--- src/rtl/fetch_pkg.sv ---
// Shared types and helpers for the instruction fetch stage.
package fetch_pkg;

   typedef enum logic {
      RUN  = 1'b0,
      HALT = 1'b1
   } fetch_state_e;

   localparam logic [31:0] RESET_PC_DEFAULT = 32'h0000_0000;
   localparam int          IMEM_ADDR_W      = 6;

   // Branch immediate is a signed word offset; turn it into a byte offset.
   function automatic logic [31:0] branch_offset(input logic [15:0] imm);
      return {{14{imm[15]}}, imm, 2'b00};
   endfunction

   // A byte address is outside the ROM when its word index reaches the depth.
   function automatic logic out_of_range(input logic [31:0] addr, input int depth);
      return (addr[31:2] >= 30'(depth));
   endfunction

endpackage

--- src/rtl/fetch_stage_next_pc_calc.sv ---
// Combinational next-PC candidates (sequential, branch, jump) with
// out-of-ROM flags for each, so the fetch FSM only has to pick one.
module next_pc_calc
   import fetch_pkg::*;
#(
   parameter int ROM_DEPTH = 32
) (
   input  logic [31:0] pc,
   input  logic [31:0] if_pc_plus4,
   input  logic [15:0] branch_imm,
   input  logic [25:0] jump_index,
   output logic [31:0] seq_pc,
   output logic [31:0] branch_pc,
   output logic [31:0] jump_pc,
   output logic        seq_oor,
   output logic        branch_oor,
   output logic        jump_oor
);

   // Targets are relative to the instruction in the IF/ID latch, not the fetch PC.
   always_comb begin
      seq_pc     = pc + 32'd4;
      branch_pc  = if_pc_plus4 + branch_offset(branch_imm);
      jump_pc    = {if_pc_plus4[31:28], jump_index, 2'b00};
      seq_oor    = out_of_range(seq_pc, ROM_DEPTH);
      branch_oor = out_of_range(branch_pc, ROM_DEPTH);
      jump_oor   = out_of_range(jump_pc, ROM_DEPTH);
   end

endmodule

--- src/rtl/fetch_stage.sv ---
// Instruction fetch stage: PC register, combinational ROM addressing,
// IF/ID latch, redirect/stall handling and halt-on-overrun.
// Handshake: stall=1 means decode cannot accept; PC and latch hold.
// Redirects (jump, branch_taken) refer to the word in the IF/ID latch and
// are honoured only while if_valid=1; they win over stall.
// Optional: HALT_ON_SELF_JUMP_EN makes a jump to its own address halt fetch.
module fetch_stage
   import fetch_pkg::*;
#(
   parameter logic [31:0] RESET_PC  = RESET_PC_DEFAULT,
   parameter int          ROM_DEPTH = 32
) (
   input  logic                   clk,
   input  logic                   reset_n,
   input  logic                   stall,
   input  logic                   branch_taken,
   input  logic [15:0]            branch_imm,
   input  logic                   jump,
   input  logic [25:0]            jump_index,
   output logic [IMEM_ADDR_W-1:0] imem_addr,
   input  logic [31:0]            imem_instr,
   output logic [31:0]            if_instr,
   output logic [31:0]            if_pc,
   output logic [31:0]            if_pc_plus4,
   output logic                   if_valid,
   output logic                   halted,
   output logic [31:0]            fetch_count
);

   fetch_state_e state, state_nx;
   logic [31:0]  pc, pc_nx;
   logic [31:0]  instr_nx, if_pc_nx, count_nx;
   logic         valid_nx;
   logic [31:0]  seq_pc, branch_pc, jump_pc;
   logic         seq_oor, branch_oor, jump_oor;
   logic         self_jump;

   assign imem_addr   = pc[IMEM_ADDR_W+1:2];
   assign if_pc_plus4 = if_pc + 32'd4;
   assign halted      = (state == HALT);

`ifdef HALT_ON_SELF_JUMP_EN
   assign self_jump = (jump_pc == if_pc);
`else
   assign self_jump = 1'b0;
`endif

   next_pc_calc #(.ROM_DEPTH(ROM_DEPTH)) u_next_pc (
      .pc          (pc),
      .if_pc_plus4 (if_pc_plus4),
      .branch_imm  (branch_imm),
      .jump_index  (jump_index),
      .seq_pc      (seq_pc),
      .branch_pc   (branch_pc),
      .jump_pc     (jump_pc),
      .seq_oor     (seq_oor),
      .branch_oor  (branch_oor),
      .jump_oor    (jump_oor)
   );

   // State and IF/ID latch registers; reset aborts any stall or redirect at once.
   always_ff @(posedge clk or negedge reset_n) begin
      if (!reset_n) begin
         state       <= RUN;
         pc          <= RESET_PC;
         if_instr    <= 32'd0;
         if_pc       <= 32'd0;
         if_valid    <= 1'b0;
         fetch_count <= 32'd0;
      end else begin
         state       <= state_nx;
         pc          <= pc_nx;
         if_instr    <= instr_nx;
         if_pc       <= if_pc_nx;
         if_valid    <= valid_nx;
         fetch_count <= count_nx;
      end
   end

   // Next state: jump > branch > stall > sequential; HALT only drops the valid bit.
   always_comb begin
      state_nx = state;
      pc_nx    = pc;
      instr_nx = if_instr;
      if_pc_nx = if_pc;
      valid_nx = if_valid;
      count_nx = fetch_count;
      if (state == RUN) begin
         if (if_valid && jump) begin
            valid_nx = 1'b0;
            if (self_jump) begin
               state_nx = HALT;
            end else begin
               pc_nx = jump_pc;
               if (jump_oor) state_nx = HALT;
            end
         end else if (if_valid && branch_taken) begin
            valid_nx = 1'b0;
            pc_nx    = branch_pc;
            if (branch_oor) state_nx = HALT;
         end else if (!stall) begin
            instr_nx = imem_instr;
            if_pc_nx = pc;
            valid_nx = 1'b1;
            count_nx = fetch_count + 32'd1;
            pc_nx    = seq_pc;
            // The word just latched is real; only the new pc is off the end.
            if (seq_oor) state_nx = HALT;
         end
      end else begin
         valid_nx = 1'b0;
      end
   end

endmodule

--- config.mk ---
export PLATFORM = sky130hd
export DESIGN_NAME = fetch_stage
export DESIGN_NICKNAME = d
export VERILOG_FILES = /design/src/rtl/fetch_pkg.sv /design/src/rtl/fetch_stage_next_pc_calc.sv /design/src/rtl/fetch_stage.sv
export SDC_FILE = /design/constraint.sdc
export NUM_CORES = 1
export LEC_CHECK = 0
export CAP_MARGIN = 20
export CORE_MARGIN = 2
export CORE_UTILIZATION = 55
export CTS_CLUSTER_DIAMETER = 120
export DETAILED_ROUTE_END_ITERATION = 8
export PLACE_DENSITY = 0.87
export SYNTH_ARGS = -nofsm -noshare
export SYNTH_HDL_FRONTEND = slang
export SYNTH_HIERARCHICAL = 1
export SYNTH_SLANG_ARGS = --single-unit
--- constraint.sdc ---
create_clock -name clk -period 12.45 [get_ports clk]
set_clock_uncertainty 0.1 [all_clocks]
set_input_delay 2.49 -clock clk [delete_from_list [all_inputs] [get_ports clk]]
set_output_delay 2.49 -clock clk [all_outputs]
set_load 0.01 [all_outputs]
==> metrics.txt, run 1 <==
GR Util met3 5.82%; Top delay family on crit path compound AO/OA/AOI/OAI gates; Max transition margin a little under a third; vias in the first global route 7,850; Overall Global Routing Usage ~29%; Least-Margin Pin Slew 1.04 ns; Placer Congestion 0.924; Initial Util between 50% and 60%; Finished Cell Area 0.0117 mm2; Fmax achieved 0.160 GHz; worst hold margin 0.376 ns; Post-Route Setup TNS 0 ns; Hold Crit Class flop to flop; initial antenna violation count 1; cell chosen for the clock root clkbuf_16; grt peak-use layer met2; Post-DP Area 0.0111 mm2; final core occ 71.4%; DRC 0; Die Y-Extent about 130 um; Crit-path slowest cell or4_2; Setup WS post-layout 6.18 ns; number of core rows 47; synthesized area 0.00917 mm2; Clock Latency Late Sink around 0.42 ns; register area share after synthesis 35.5%; hold_buf cts 0; fraction of registers with async set/reset 100%; Final Power 1.17 mW; final WL roughly 26,000 um; Post-synth EDFFs 0; RSZ-0062 raised after global routing no; CP peak stage delay 0.56 ns; Critical Path RT 12.64 ns; average wire per standard cell approximately 19 um; critical path fanouts, max 5; HPWL after DPL around 19,000 um; Port Buffer Count 214; Cell Pwr Density 100 mW/mm2; io pins 215; DRT Pass-1 Iters 5; Post-CTS Resized 0; Yosys reg bits 130; Placed Cells 1,335; pin count of the biggest net entering global routing 76; VDD IR max about 97 uV; final setup fails 0; Mapped Cells 983; GR Overflow Total 0; cell mode on critical path o21ai_0; minimum clock period 6.27 ns; share of layout cells above drive strength 1 about 11%; total CTS buffers 17; first-pass GRT wire length 40,500 um; Critical Path End Type flop; H-tree levels 4; Synth Flop Type dfrtp_1; status completed; Core ar. 0.0164 mm2; final antenna-violating net count 0; Layout Nets ~1.2k; Max-cap violations 0; Die Span X between 100 and 150 um; syn_area_per_cell ~9.3 um2; met1 Usage GRT 37.1%; worst-case clock buffer depth 2; area of the die 0.0177 mm2; yosys warns 6; area delta synth->final 27.7%; TritonCTS clock tree done; # Post-CTS Setup Buffers 0; final hold vios 0; synth unique cells 74; non-filler cells, final 1,369; clock slew at reported path FFs about 0.060 ns; met2 Track Usage GR 47.8%; Static Leakage ~5 nW; # clock sinks 130; DRT iter0 DRCs approximately 690; pre-CTS WS just under 6 ns; DR vias/cell 6.07; arrival time worst endpoint around 6.5 ns; kind of critical path input port to flop; Slew Limit Fails 0; Bufs and invs on worst path 1; final worst-path cycle share 50.3%; worst path cell trace clkdlybuf4s50_1, ha_1, fa_1, a21o_1, a221o_2, a311o_1, a21oi_2, o21ai_0, xnor2_2, or4_2, nor4b_2, nand4b_1, nand2_1, nor2_1, a21oi_1, o21ai_0; CP Launch Type input port; Vias about 8.3k
==> registers in the layout, summed over array words and instances (netlist names) <==
register,count
if_instr,32
pc,32
if_pc,32
fetch_count,32
halted,1
if_valid,1
==> cell families (layout without fill, tap and decap cells) <==
group	count (synthesis)	in the layout	share of synthesized area [%]
AOI/OAI and AO/OA	175	175	13.9
xor gates and xnor gates	115	115	11.1
adders and majority gates	33	33	4.59
buffers and inverters	111	275	7.02
DFF	130	130	35.5
muxes	63	63	7.73
other	1	3	0.0409
and+or+nand+nor	355	355	20.1
==> final timing paths <==
kind | from | to | slack, ns | depth (start not counted)
max in group asynchronous | reset_n | pc[22]$_DFFE_PN0P_ | 8.84 | 2
hold / removal | fetch_count[31]$_DFFE_PN0P_ | fetch_count[31]$_DFFE_PN0P_ | 0.38 | 1
min in group asynchronous | reset_n | fetch_count[12]$_DFFE_PN0P_ | 2.12 | 1
hold reg to reg | fetch_count[31]$_DFFE_PN0P_ | fetch_count[31]$_DFFE_PN0P_ | 0.38 | 1
setup reg to reg | if_pc[4]$_DFFE_PN0P_ | halted$_DFF_PN0_ | 7.60 | 18
setup / recovery | branch_imm[0] | halted$_DFF_PN0_ | 6.18 | 16
==> final cells by class <==
class | instances | area, um2
inverter | 20 | 75.1
tap | 220 | 275
antenna | 1 | 2.50
fill | 1247 | 4700
clock buffer | 20 | 437
clock inverter | 11 | 139
multi-input combinational | 743 | 5290
timing repair buffer | 224 | 2230
sequential | 130 | 3250
==> cell usage after synthesis, drive strengths merged, types with 3 or more instances <==
library cell | number | share of area, %
dfrtp | 130 | 35
nand2 | 92 | 3.8
xnor2 | 86 | 8.3
nor2 | 72 | 3.0
nand3 | 68 | 3.7
buf | 64 | 5.1
mux2 | 62 | 7.6
a21o | 44 | 3.6
nand4 | 38 | 2.6
a311oi | 33 | 3.2
ha | 32 | 4.4
a21oi | 30 | 1.7
xor2 | 29 | 2.8
clkbuf | 27 | 1.1
o21ai | 22 | 1.2
and3 | 20 | 1.4
inv | 20 | 0.82
nor4 | 20 | 1.9
nor3 | 13 | 0.93
and4 | 7 | 0.67
a31oi | 6 | 0.41
o21bai | 6 | 0.49
or4 | 6 | 0.55
and2 | 5 | 0.35
nand4b | 5 | 0.48
a2111oi | 3 | 0.29
a211o | 3 | 0.29
a21boi | 3 | 0.29
a221oi | 3 | 0.35
nor4b | 3 | 0.35
==> routing by layer <==
metal / vias up / wire [um]
met1: 4052 / 10800
met2: 362 / 12500
met3: 48 / 1860
met4: 0 / 626
li1: 3848 / -
met5: - / 0
==> power breakdown <==
part           internal, mW  switching, mW  leakage, nW
Sequential            0.447         0.0293         1.72
Clock                 0.312          0.182        0.279
Combinational         0.107         0.0949         3.05
==> placed cells by master (no fill, tap or decap), drive strengths merged, types with 22 or more instances in the layout <==
cell type      count
ha                32
xnor2             86
a311oi            33
xor2              29
nand3             68
o21ai             22
dfrtp            130
nor2              72
nand2             92
mux2              62
nand4             38
a21o              44
a21oi             30
clkdlybuf4s50    213
No activity file was read; power rests on OpenSTA's default activity.
==> inputs of run 2 (changes only) <==
- CORE_UTILIZATION: 55 -> 51
- PLACE_DENSITY: 0.87 -> 0.81
- clock period: 12.45 -> 5.87 ns (I/O delays scaled with it)
==> metrics.txt, run 2 (synthesis gave the netlist of run 1 again) <==
vias in the first global route 7,793; Post-CTS Resized 0; cell chosen for the clock root clkbuf_16; cell mode on critical path o21ai_0; VDD IR max 259 uV; initial antenna violation count 0; worst hold margin 0.393 ns; most frequent cells in the layout clkdlybuf4s50_1, dfrtp_1, nand2_1, xnor2_1, nor2_1; Initial Util 51.6%; Placed Cells around 1.3k; # clock sinks 130; Hold Crit Class flop to flop; combinational share of power 17.7%; arrival time worst endpoint 5.17 ns; minimum clock period about 5.0 ns; Die Y-Extent roughly 140 um; Slew Limit Fails 0; pre-CTS WS around 0.47 ns; Critical Path RT approximately 6 ns; internal power 1.76 mW; critical path depth in cells 16; RSZ-0062 raised after global routing no; met2 Track Usage GR 41.3%; Layout Nets 1,248; CP Launch Type input port; FF/Latch Area roughly 0.0033 mm2; share of layout cells above drive strength 1 10.8%; clock slew at reported path FFs 0.05 ns; io pins 215; commonest non-fill, non-tap cell in the layout clkdlybuf4s50_1; Clk network pwr share between 30% and 40%; Placer Congestion about 0.93; pin count of the biggest net entering global routing 72; HPWL after DPL 18,400 um; Bufs and invs on worst path 1; DR vias/cell 5.92; FILL cells 1,476; NetSw ~0.62 mW; # Post-CTS Setup Buffers 0; GR Overflow Total 0; Setup WS post-layout about 0.87 ns; final antenna-violating net count 0; Top delay family on crit path compound AO/OA/AOI/OAI gates; Core ar. 0.0178 mm2; area of the die 0.0191 mm2; Vias 8,148; final hold vios 0; CP peak stage delay 0.56 ns; Port Buffer Count 214; critical path fanouts, max 5; Post-Route Setup TNS 0 ns; Max transition margin around a quarter; Final Power around 2.4 mW; Max-cap violations 0; status completed; Least-Margin Pin Slew 1.10 ns; met1 Usage GRT 34.3%; Static Leakage roughly 5.0 nW; final core occ 65.8%; DRT iter0 DRCs 560; Post-DP Area 0.0111 mm2; Fmax achieved 0.200 GHz; worst path cell trace clkdlybuf4s50_1, ha_1, fa_1, a21o_1, a221o_2, a311o_1, a21oi_2, o21ai_0, xnor2_2, or4_2, nor4b_2, nand4b_1, nand2_1, nor2_1, a21oi_1, o21ai_0; Multi-input gate area 0.00529 mm2; grt peak-use layer met2; TritonCTS clock tree done; first-pass GRT wire length between 40,000 and 50,000 um; final WL 25,000 um; final setup fails 0; number of core rows 49; H-tree levels 4; area delta synth->final 27.6%; Crit-path slowest cell or4_2; average wire per standard cell 18.1 um; Overall Global Routing Usage 25.4%; hold_buf cts 0; Finished Cell Area 0.0117 mm2; kind of critical path input port to flop; Sequential Power Share 42.3%; total CTS buffers 17; final worst-path cycle share 85.2%; R2R depth 18; Clock Latency Late Sink 0.40 ns; Critical Path End Type flop; Net Sw Frac 26.2%; Die Span X 138 um; Cell Pwr Density 204 mW/mm2; worst-case clock buffer depth 2; DRC 0; non-filler cells, final 1,377; Diodes inserted 0; GR Util met3 4.95%; hold path cells 1; DRT Pass-1 Iters 6
## run 2: cell count changes in the layout (fill, tap and decap cells not counted)
cell | before | now
clkinv_2 | 5 | 4
clkinvlp_4 | 2 | 1
buf_4 | 9 | 6
clkbuf_4 | 0 | 1
buf_8 | 0 | 1
buf_12 | 0 | 2
buf_2 | 1 | 0
clkbuf_1 | 3 | 7
diode_2 | 1 | 0
clkinv_4 | 1 | 0
bufinv_16 | 3 | 1
clkbuf_8 | 0 | 1
## run 2: final timing paths
path | start | endpoint | slack [ns]
worst max-delay path | branch_imm[0] | halted$_DFF_PN0_ | 0.87
worst min-delay path | fetch_count[31]$_DFFE_PN0P_ | fetch_count[31]$_DFFE_PN0P_ | 0.39
worst max register to register | if_pc[6]$_DFFE_PN0P_ | halted$_DFF_PN0_ | 0.92
worst min register to register | fetch_count[31]$_DFFE_PN0P_ | fetch_count[31]$_DFFE_PN0P_ | 0.39
max in group asynchronous | reset_n | fetch_count[28]$_DFFE_PN0P_ | 3.55
min in group asynchronous | reset_n | fetch_count[5]$_DFFE_PN0P_ | 0.81
## run 2: final cells by class
| type | count | area share, % |
|---|---|---|
| clock buffers | 25 | 3.98 |
| clock inverters | 6 | 0.492 |
| inverters | 20 | 0.642 |
| multi-input cells | 743 | 45.3 |
| flip-flops and latches | 130 | 27.8 |
| well taps | 229 | 2.45 |
| repair buffers | 224 | 19.4 |
## run 2: power groups by stage
stage | sequential [mW] | clock [mW] | combinational [mW]
detailed placement | 1.02 | 0 | 0.422
finish | 1.01 | 0.954 | 0.424
floorplan | 1.02 | 0 | 0.222
global placement | 1.02 | 0 | 0.416
CTS | 1.01 | 0.972 | 0.425
global route | 1.02 | 1.00 | 0.460
## run 2: worst reg2reg max path: cells and delay by family (launching register included)
kind | cells | cell delay, ns
xor gates and xnor gates | 1 | 0.23
DFF | 1 | 0.51
adders and majority gates | 1 | 0.35
AOI/OAI and AO/OA | 8 | 1.84
and+or+nand+nor | 8 | 1.79
## run 2: layer usage
layer,share of wire [%],vias up,wire (um)
met3,5.9,35,1460
met4,2.2,0,542
met5,0,-,0
met1,44,3977,10900
met2,48,285,12000
li1,-,3851,-
